**src/rtl/pin_router_pkg.sv**
```systemverilog
// Shared types and helpers for the pin bank router: per-group routing state
// and the flat pad-bus index mapping.
package pin_router_pkg;

  typedef enum logic [1:0] {
    ACTIVE = 2'd0,
    DRAIN  = 2'd1,
    PARK   = 2'd2
  } route_state_t;

  localparam int DEF_SEL_W = 2;
  localparam int PARK_SEL  = 2**DEF_SEL_W - 1;

  // Bit position of (port p, group g, bit b) on the flat pad buses.
  function automatic int port_index(input int p, input int g, input int b,
                                    input int num_groups, input int group_w);
    return (p * num_groups + g) * group_w + b;
  endfunction

endpackage

```
**src/rtl/pin_group_ctrl.sv**
```systemverilog
// One pin group: break-before-make port switching with a guard interval,
// pad input synchroniser, and out/oe routing to the selected port bank.
module pin_group_ctrl
  import pin_router_pkg::*;
#(
  parameter int GROUP_W      = 8,
  parameter int NUM_PORTS    = 3,
  parameter int SEL_W        = 2,
  parameter int GUARD_CYCLES = 16,
  parameter int SYNC_STAGES  = 2
) (
  input  logic                         clock,
  input  logic                         reset,
  input  logic [SEL_W-1:0]             sel,
  input  logic [GROUP_W-1:0]           pin_out,
  input  logic [GROUP_W-1:0]           pin_dir,
  output logic [GROUP_W-1:0]           pin_in,
  output logic [NUM_PORTS*GROUP_W-1:0] port_o,
  output logic [NUM_PORTS*GROUP_W-1:0] port_oe,
  input  logic [NUM_PORTS*GROUP_W-1:0] port_i,
  output logic [SEL_W-1:0]             active_sel,
  output logic                         busy
);

  localparam int CNT_W = (GUARD_CYCLES > 1) ? $clog2(GUARD_CYCLES) : 1;
  localparam logic [CNT_W-1:0] CNT_LOAD = CNT_W'(GUARD_CYCLES - 1);
  localparam logic [SEL_W-1:0] PORTS_S  = SEL_W'(NUM_PORTS);

  route_state_t     state_reg, state_next;
  logic [SEL_W-1:0] target_reg, target_next;
  logic [SEL_W-1:0] active_sel_reg, active_sel_next;
  logic [CNT_W-1:0] count_reg, count_next;

  logic [NUM_PORTS*GROUP_W-1:0] port_sync;
  logic [GROUP_W-1:0]           sync_sel;
  logic [GROUP_W-1:0]           hold_reg;

  always_ff @(posedge clock) begin
    if (reset) begin
      state_reg      <= DRAIN;
      target_reg     <= sel;
      count_reg      <= CNT_LOAD;
      active_sel_reg <= '0;
    end else begin
      state_reg      <= state_next;
      target_reg     <= target_next;
      count_reg      <= count_next;
      active_sel_reg <= active_sel_next;
    end
  end

  always_comb begin
    state_next      = state_reg;
    target_next     = target_reg;
    count_next      = count_reg;
    active_sel_next = active_sel_reg;
    case (state_reg)
      ACTIVE, PARK: begin
        if (sel != active_sel_reg) begin
          state_next  = DRAIN;
          target_next = sel;
          count_next  = CNT_LOAD;
        end
      end
      DRAIN: begin
        // A select change while draining restarts the whole guard.
        if (sel != target_reg) begin
          target_next = sel;
          count_next  = CNT_LOAD;
        end else if (count_reg == '0) begin
          active_sel_next = target_reg;
          state_next      = (target_reg < PORTS_S) ? ACTIVE : PARK;
        end else begin
          count_next = count_reg - CNT_W'(1);
        end
      end
      default: state_next = DRAIN;
    endcase
  end

  generate
    if (SYNC_STAGES == 0) begin : g_nosync
      assign port_sync = port_i;
    end else begin : g_sync
      logic [NUM_PORTS*GROUP_W-1:0] sync_reg [SYNC_STAGES];
      always_ff @(posedge clock) begin
        if (reset) begin
          for (int i = 0; i < SYNC_STAGES; i++) sync_reg[i] <= '0;
        end else begin
          sync_reg[0] <= port_i;
          for (int i = 1; i < SYNC_STAGES; i++) sync_reg[i] <= sync_reg[i-1];
        end
      end
      assign port_sync = sync_reg[SYNC_STAGES-1];
    end
  endgenerate

  always_comb begin
    sync_sel = '0;
    for (int p = 0; p < NUM_PORTS; p++) begin
      if (active_sel_reg == SEL_W'(p)) sync_sel = port_sync[p*GROUP_W +: GROUP_W];
    end
  end

  // Freezes the routed input value whenever the group is not actively connected.
  always_ff @(posedge clock) begin
    if (reset) hold_reg <= '0;
    else if (state_reg == ACTIVE) hold_reg <= sync_sel;
  end

  genvar gi;
  generate
    for (gi = 0; gi < NUM_PORTS; gi++) begin : g_port
      logic drive;
      assign drive = (state_reg == ACTIVE) && (active_sel_reg == SEL_W'(gi));
      assign port_oe[gi*GROUP_W +: GROUP_W] = drive ? pin_dir : '0;
      assign port_o[gi*GROUP_W +: GROUP_W]  = drive ? pin_out : '0;
    end
  endgenerate

  assign pin_in     = (pin_dir & pin_out) |
                      (~pin_dir & ((state_reg == ACTIVE) ? sync_sel : hold_reg));
  assign active_sel = active_sel_reg;
  assign busy       = (state_reg == DRAIN);

endmodule

```
**src/rtl/pin_bank_router.sv**
```systemverilog
// Routes NUM_GROUPS pin groups to one of NUM_PORTS pad banks each; this level
// only validates parameters and slices the flat buses per group.
module pin_bank_router
  import pin_router_pkg::*;
#(
  parameter int NUM_GROUPS   = 4,
  parameter int GROUP_W      = 8,
  parameter int NUM_PORTS    = 3,
  parameter int SEL_W        = 2,
  parameter int GUARD_CYCLES = 16,
  parameter int SYNC_STAGES  = 2
) (
  input  logic                                    clock,
  input  logic                                    reset,
  input  logic [NUM_GROUPS*SEL_W-1:0]             sel,
  input  logic [NUM_GROUPS*GROUP_W-1:0]           pin_out,
  input  logic [NUM_GROUPS*GROUP_W-1:0]           pin_dir,
  output logic [NUM_GROUPS*GROUP_W-1:0]           pin_in,
  output logic [NUM_PORTS*NUM_GROUPS*GROUP_W-1:0] port_o,
  output logic [NUM_PORTS*NUM_GROUPS*GROUP_W-1:0] port_oe,
  input  logic [NUM_PORTS*NUM_GROUPS*GROUP_W-1:0] port_i,
  output logic [NUM_GROUPS*SEL_W-1:0]             active_sel,
  output logic [NUM_GROUPS-1:0]                   busy
);

  generate
    if (2**SEL_W <= NUM_PORTS) begin : g_bad_sel
      $error("pin_bank_router: SEL_W too narrow to leave a park code");
    end
    if (GUARD_CYCLES < 1) begin : g_bad_guard
      $error("pin_bank_router: GUARD_CYCLES must be at least 1");
    end
    if (SYNC_STAGES < 0) begin : g_bad_sync
      $error("pin_bank_router: SYNC_STAGES must not be negative");
    end
  endgenerate

  genvar gi, pi;
  generate
    for (gi = 0; gi < NUM_GROUPS; gi++) begin : g_group
      logic [NUM_PORTS*GROUP_W-1:0] grp_o, grp_oe, grp_i;

      pin_group_ctrl #(
        .GROUP_W     (GROUP_W),
        .NUM_PORTS   (NUM_PORTS),
        .SEL_W       (SEL_W),
        .GUARD_CYCLES(GUARD_CYCLES),
        .SYNC_STAGES (SYNC_STAGES)
      ) u_ctrl (
        .clock     (clock),
        .reset     (reset),
        .sel       (sel[gi*SEL_W +: SEL_W]),
        .pin_out   (pin_out[gi*GROUP_W +: GROUP_W]),
        .pin_dir   (pin_dir[gi*GROUP_W +: GROUP_W]),
        .pin_in    (pin_in[gi*GROUP_W +: GROUP_W]),
        .port_o    (grp_o),
        .port_oe   (grp_oe),
        .port_i    (grp_i),
        .active_sel(active_sel[gi*SEL_W +: SEL_W]),
        .busy      (busy[gi])
      );

      // Pad buses are port-major; regroup them into this group's per-port view.
      for (pi = 0; pi < NUM_PORTS; pi++) begin : g_port
        localparam int BASE = port_index(pi, gi, 0, NUM_GROUPS, GROUP_W);
        assign port_o[BASE +: GROUP_W]           = grp_o[pi*GROUP_W +: GROUP_W];
        assign port_oe[BASE +: GROUP_W]          = grp_oe[pi*GROUP_W +: GROUP_W];
        assign grp_i[pi*GROUP_W +: GROUP_W]      = port_i[BASE +: GROUP_W];
      end
    end
  endgenerate

endmodule

```
**config.mk**
```make
export PLATFORM = sky130hd
export DESIGN_NAME = pin_bank_router
export DESIGN_NICKNAME = d
export VERILOG_FILES = /design/src/rtl/pin_router_pkg.sv /design/src/rtl/pin_group_ctrl.sv /design/src/rtl/pin_bank_router.sv
export SDC_FILE = /design/constraint.sdc
export NUM_CORES = 1
export LEC_CHECK = 0
export CAP_MARGIN = 30
export CELL_PAD_IN_SITES_DETAIL_PLACEMENT = 0
export CELL_PAD_IN_SITES_GLOBAL_PLACEMENT = 1
export CORE_AREA = 2 2 160 162
export CTS_CLUSTER_DIAMETER = 80
export DETAILED_ROUTE_END_ITERATION = 16
export DIE_AREA = 0 0 162 164
export DONT_BUFFER_PORTS = 1
export GPL_ROUTABILITY_DRIVEN = 1
export PLACE_DENSITY_LB_ADDON = 0.1
export SETUP_SLACK_MARGIN = 0.4
export SYNTH_ARGS = -nofsm -noshare
export SYNTH_HDL_FRONTEND = slang
export SYNTH_SLANG_ARGS = --single-unit
```
**constraint.sdc**
```tcl
create_clock -name clock -period 4.4 [get_ports clock]
set_input_delay 0.66 -clock clock [delete_from_list [all_inputs] [get_ports clock]]
set_output_delay 0.66 -clock clock [all_outputs]
set_load 0.03 [all_outputs]
```
# ---- After elaboration in Yosys (flattened, before gate mapping)
# Memory sizes are Yosys's and may differ from the RTL's.
# Cells that the tools add are included.
dict set report word_totals {
  ff_bits 72
  latchBits 0
  ram_bits 192
  romBits 0
  input_bits 170
  output_inout_bits 236
  elab_cells 263
  n_memories 4
}
dict set report op_classes {
  add_sub_neg 4
  multipliers 0
  div 0
  order_cmp 4
  eq_ne 48
  shifts 0
  mux 103
  bitwise_logic 28
  reduce_logical 52
}
# name depth width rd rd_clocked_by_memory_dff write_ports line_no
set memory_table {}
lappend memory_table {{g_group[0].u_ctrl.g_sync.sync_reg} 2 24 2 0 2 pin_group_ctrl.sv:85} ;# logic [NUM_PORTS*GROUP_W-1:0] sync_reg [SYNC_STAGES];
lappend memory_table {{g_group[1].u_ctrl.g_sync.sync_reg} 2 24 2 0 2 pin_group_ctrl.sv:85}
lappend memory_table {{g_group[2].u_ctrl.g_sync.sync_reg} 2 24 2 0 2 pin_group_ctrl.sv:85}
lappend memory_table {{g_group[3].u_ctrl.g_sync.sync_reg} 2 24 2 0 2 pin_group_ctrl.sv:85}
# operator n
set ops {}
lappend ops {{$mux W8} 40}
lappend ops {{$mux W24} 8}
lappend ops {{$and A8 B8 Y8} 8}
lappend ops {{$mux W2} 28}
lappend ops {{$mux W4} 12}
lappend ops {{$reduce_and A3 Y1} 16}
lappend ops {{$not A8 Y8} 4}
lappend ops {{$or A8 B8 Y8} 4}
lappend ops {{$pmux W2 S2} 8}
lappend ops {{$pmux W4 S2} 4}
lappend ops {{$ne A3 B3 Y1 const B} 8}
lappend ops {{$eq A2 B1 Y1 const B} 8}
lappend ops {{$eq A2 B2 Y1 const B} 8}
lappend ops {{$logic_not A2 Y1} 8}
lappend ops {{$logic_not A4 Y1} 4}
lappend ops {{$ne A2 B2 Y1} 8}
lappend ops {{$ne A2 B2 Y1 const B} 8}
lappend ops {{$sub A4 B1 Y4 const B} 4}
lappend ops {{$logic_and A1 B1 Y1} 12}
lappend ops {{$ne A3 B2 Y1 const B} 4}
lappend ops {{$reduce_bool A3 Y1} 4}
lappend ops {{$lt A2 B2 Y1 const B} 4}
lappend ops {{$ne A2 B1 Y1 const B} 4}
lappend ops {{$or A1 B1 Y1} 8}
lappend ops {{4 further kinds} 15}

# ---- Longest topological paths before layout
dict set report logic_depth {
  word_depth 7
  ltp_mapped 6
  mapped_depth_nobuf 6
}

# ---- Hierarchy
# Synthesis repeated with hierarchy kept, for this count alone.
dict set report unflattened {
  cells_unflattened 1108
  hier_area_um2 10945.5
}
# mod n_inst cells_each area_per_inst_um2 seq_area_each_um2
set by_module_without_submodules {}
lappend by_module_without_submodules {{pin_group_ctrl (g_group[0].u_ctrl ...)} 2 276 2755.1 1341.3}
lappend by_module_without_submodules {{pin_group_ctrl (g_group[2].u_ctrl ...)} 2 278 2717.6 1341.3}

# ---- Worst setup path before layout
# Ideal clock, no wire load.
dict set report synth_timing {
  kind {register -> output}
  from {register g_group[2].u_ctrl.active_sel_reg[1]}
  to {output port pin_in[22]}
  t_arrival_ns 2.003
  t_required_ns 3.740
  slack_ns 1.737
  path_stages_with_launch 7
  n_path_buf 2
  cell_sequence {dfxtp_1 buf_2 buf_2 nand3b_1 o211ai_1 o21ai_0 o21ai_0}
}
dict set report synth_via {
  elab_chain_cells 7
  word_cells_on_any_way 9
  cone_classes {eq/ne (2); mux (4); bitwise (2); reduce/logical (1)}
}
# item line_no
set synth_lines {}
lappend synth_lines {{start, declared} pin_group_ctrl.sv:31} ;# logic [SEL_W-1:0] active_sel_reg, active_sel_next;
lappend synth_lines {{start signal, assigned} pin_group_ctrl.sv:48} ;# active_sel_reg <= active_sel_next;
lappend synth_lines {{$logic_not A2 Y1} pin_group_ctrl.sv:101} ;# if (active_sel_reg == SEL_W'(p)) sync_sel = port_sync[p*GROUP_W +: GROUP_W];
lappend synth_lines {{$mux W8 (2 in series)} pin_group_ctrl.sv:101}
lappend synth_lines {{$mux W8 (*)} pin_group_ctrl.sv:101}
lappend synth_lines {{$mux W8 (*)} pin_group_ctrl.sv:122} ;# (~pin_dir & ((state_reg == ACTIVE) ? sync_sel : hold_reg));
lappend synth_lines {{$and A8 B8 Y8 (*)} pin_group_ctrl.sv:122}
lappend synth_lines {{$or A8 B8 Y8 (*)} pin_group_ctrl.sv:121} ;# assign pin_in = (pin_dir & pin_out) |
lappend synth_lines {{end, declared} pin_bank_router.sv:18} ;# output logic [NUM_GROUPS*GROUP_W-1:0] pin_in,
# Mark *: on every way between the ends. The rest lies on a longest branch, timed or not.

# ---- Worst setup path after layout
dict set report layout_timing {
  from {register g_group[1].u_ctrl.active_sel_reg[0]}
  to {output port pin_in[9]}
}
dict set report layout_via {
  elab_chain_cells 7
  word_cells_on_any_way 9
  cone_classes {eq/ne (2); mux (4); bitwise (2); reduce/logical (1)}
}
# item line_no
set layout_lines {}
lappend layout_lines {{start, declared} pin_group_ctrl.sv:31}
lappend layout_lines {{start signal, assigned} pin_group_ctrl.sv:48}
lappend layout_lines {{$logic_not A2 Y1} pin_group_ctrl.sv:101}
lappend layout_lines {{$mux W8 (2 in series)} pin_group_ctrl.sv:101}
lappend layout_lines {{$mux W8 (*)} pin_group_ctrl.sv:101}
lappend layout_lines {{$mux W8 (*)} pin_group_ctrl.sv:122}
lappend layout_lines {{$and A8 B8 Y8 (*)} pin_group_ctrl.sv:122}
lappend layout_lines {{$or A8 B8 Y8 (*)} pin_group_ctrl.sv:121}
# Marks and branches as above.

==> summary.txt <==
Pwr
  – LEAKAGE: 4.627 nW
  – Pwr dens: 428.2 nW/um^2
  – Peak supply drop: 303.7 uV

Timing
  – FMAX: 286.5 MHz
  – Clock Skews: 7.116 ps
  – Final Hold Viols: 0
  – # setup viols final: 0
  – RSZ-0062 raised after global routing: false
  – Worst-margin pin slew: 981.2 ps
  – Rel. slew slack: 0.3390
  – Tcrit/Tclk final: 0.7934
  – Minimum clock period: 3491 ps
  – Sum Neg Setup Slack: 0 ps
  – Fin Hold WS: 212.0 ps
  – Final Slew Violations: 0

Yosys
  – Dominant cell type by area after synthesis: dfxtp_1
  – Largest family of logic cells by synthesized area: simple AND/OR/NAND/NOR gates
  – Post-synthesis mux area share: 0.04418
  – Syn Nets: 1302
  – Synthesized instance count: 1124
  – Yosys top cell area share: 0.4724
  – Adder-Cell Fraction of Synth Area: 0.009227
  – Most used DFF post-synth: dfxtp_1
  – Synth Cell Area: 10850 sq um
  – Ys async rst share: 0
  – Complex-gate fraction of the synthesized area: 0.07958
  – Synth top area cells: dfxtp_1 (47%), nor2b_1 (12%), and2_1 (11%)
  – Number of library cell types mapped by synthesis: 52
  – #FFs+latches synth: 264
  – Simple-Gate Fraction of Synth Area: 0.3260
  – Ys Warns: 0
  – Xor and xnor area share after synthesis: 0.01292
  – Post-synth EDFFs: 8
  – Syn Area/Cell: 9.651 sq um
  – Register area share after synthesis: 0.4946

Setup path
  – Critical R2R Capture: g_group[2].u_ctrl.target_reg[0]$_DFFE_PP_
  – Critical path type: reg -> out
  – Critical Path End Type: primary output
  – CP arrival: 2830 ps
  – CP max FO: 15
  – Reg2reg path depth: 5
  – Worst EP required: 3740 ps
  – Flop2flop setup slack: 2250 ps
  – Critical Path Start Type: register
  – FF-to-FF Start: g_group[2].u_ctrl.active_sel[0]$_SDFFE_PP0P_

Floorplanning
  – Chip width: 162 um
  – Core footprint: 24820 sq um
  – Initial core utilization: 0.4371
  – Die area: 26570 sq um
  – # rows: 58
  – Io pins: 406
  – Die height: 164 um

Cells and area
  – Antenna Cells: 0
  – Max reg flops: 192
  – Share of post-route cells with drive strength above 1: 0.07775
  – Most common cell after layout, fill and taps aside: dfxtp_1
  – Nets@finish: 1276
  – Synthesis-to-finish area growth: 10.82%
  – Most frequent cells in the layout: dfxtp_1 (256), nor2b_1 (203), and2_1 (192)

Routing
  – Drt pass-1 iters: 4
  – Vias per cell: 4.870
  – Via count: 7057
  – DRC: 0
  – Routed wire per std cell: 15.56 um
  – Drt total wl: 22540 um
  – Post-route ant nets: 0
  – Initial DRC Count: 266

CTS
  – Clock tree from TritonCTS: yes
  – Clock-pin slew of the registers on the worst-case setup and hold paths: 60 ps
  – H-tree Lvls: 1
  – Deepest clock path buffer count: 3
  – Clock latency on the worst-skew pair: 530 ps
  – Post-CTS Setup Bufs: 0
  – CTS Buf Count: 28
  – Cts repair resizes: 0
  – Hold_buf cts: 0
  – CTS root buffer: clkbuf_16
  – Total clock sinks: 264

Hold path
  – Worst min path class: in -> reg
  – HP Start: reset
  – WHS Path Cells: 1
  – Worst Hold Path EP: g_group[2].u_ctrl.g_sync.sync_reg[0][22]$_SDFF_PP0_

Place
  – # port buffers: 0
  – Gp weighted congestion: 0.7448
  – HPWL Detailed: 16140 um

Global routing
  – First-pass GRT wire length: 33890 um
  – Total gr overflow: 0
  – Vias in the first global route: 6359
  – Initial antenna violation count: 0
  – Total global-route track usage: 0.1570
  – Largest net degree at the start of global routing: 273

Status
  – Status: completed

Run
  – Max-cap violations: 0
[layer usage]
metal,routed length (um),global-route usage,up-vias
met5,0,0,-
met4,415,0.04385,0
met3,1489,0.03485,32
met2,10540,0.2582,239
met1,10100,0.2087,3159
li1,-,-,3627
[worst max-delay path by stage]
stage                                                       from          to  slack [ps]  depth (start not counted)
finish              g_group[1].u_ctrl.active_sel[0]$_SDFFE_PP0P_   pin_in[9]         910                          4
global route        g_group[1].u_ctrl.active_sel[0]$_SDFFE_PP0P_   pin_in[9]         650                          4
CTS                 g_group[1].u_ctrl.active_sel[0]$_SDFFE_PP0P_   pin_in[9]         870                          4
detailed placement  g_group[1].u_ctrl.active_sel[0]$_SDFFE_PP0P_  pin_in[13]        1440                          4
global placement    g_group[1].u_ctrl.active_sel[0]$_SDFFE_PP0P_  pin_in[13]        1420                          4
floorplan           g_group[2].u_ctrl.active_sel[1]$_SDFFE_PP0P_  pin_in[22]        1740                          6
[report_power, final]
group / internal [mW] / switching (mW) / total (mW)
combinational: 0.0867 / 0.0901 / 0.177
clock: 1.52 / 0.920 / 2.44
sequential: 2.50 / 0.0301 / 2.53
[final cells by class]
type | count | area [sq um]
well taps | 330 | 412.9
multi-input cells | 783 | 5119
clock inverters | 9 | 98.84
flip-flops and latches | 264 | 5365
inverters | 10 | 37.54
repair buffers | 11 | 90.09
clock buffers | 42 | 898.4
fillers | 2366 | 12800
[per-stage QoR]
step                        util  power, mW  cell area (sq um)  setup slack (ps)  cells
after global placement    0.4436      2.761              11010              1422   1397
after CTS                 0.4844      5.220              12020             873.8   1449
final                     0.4844      5.148              12020             909.1   1449
after detailed placement  0.4442      2.762              11020              1440   1398
after global routing      0.4844      5.353              12020             650.1   1449
after floorplan                -      2.759              10850              1737   1124
[critical path, cell delays in order (launching register included)]
cell      delay (ps)
dfxtp_1          900
mux2i_1          250
o211ai_1         240
o21ai_0          150
o21ai_0          760
[logic make-up (layout without fill, tap and decap cells)]
| family | after synthesis | in the layout |
|---|---|---|
| simple gates | 578 | 578 |
| xor+xnor | 16 | 16 |
| compound gates | 134 | 134 |
| buf+inv | 77 | 72 |
| mux | 47 | 47 |
| flops | 264 | 264 |
| fa+ha+maj | 8 | 8 |
[synth_stat cells (3+ instances only)]
cell type / number
o211ai_1: 25
edfxtp_1: 8
nor2_1: 62
o2bb2a_1: 4
nor2b_1: 203
and2b_1: 3
inv_1: 8
clkbuf_1: 43
nor2_2: 4
buf_4: 8
or4bb_1: 3
nand2_1: 37
mux2_2: 7
a21o_1: 8
nand4_1: 7
a311o_1: 4
xor2_1: 8
o21ai_0: 54
a211oi_1: 4
a221o_1: 7
buf_2: 8
buf_6: 4
dfxtp_1: 256
ha_1: 8
nor3_1: 9
a21oi_1: 20
clkbuf_2: 4
nand3_1: 3
nor3b_2: 3
nor4b_1: 4
nand3b_1: 25
and2_1: 192
xnor2_1: 8
mux2i_1: 40
o41ai_1: 4
or3_1: 5
o21a_1: 4
(Power assumes the default switching activity.)
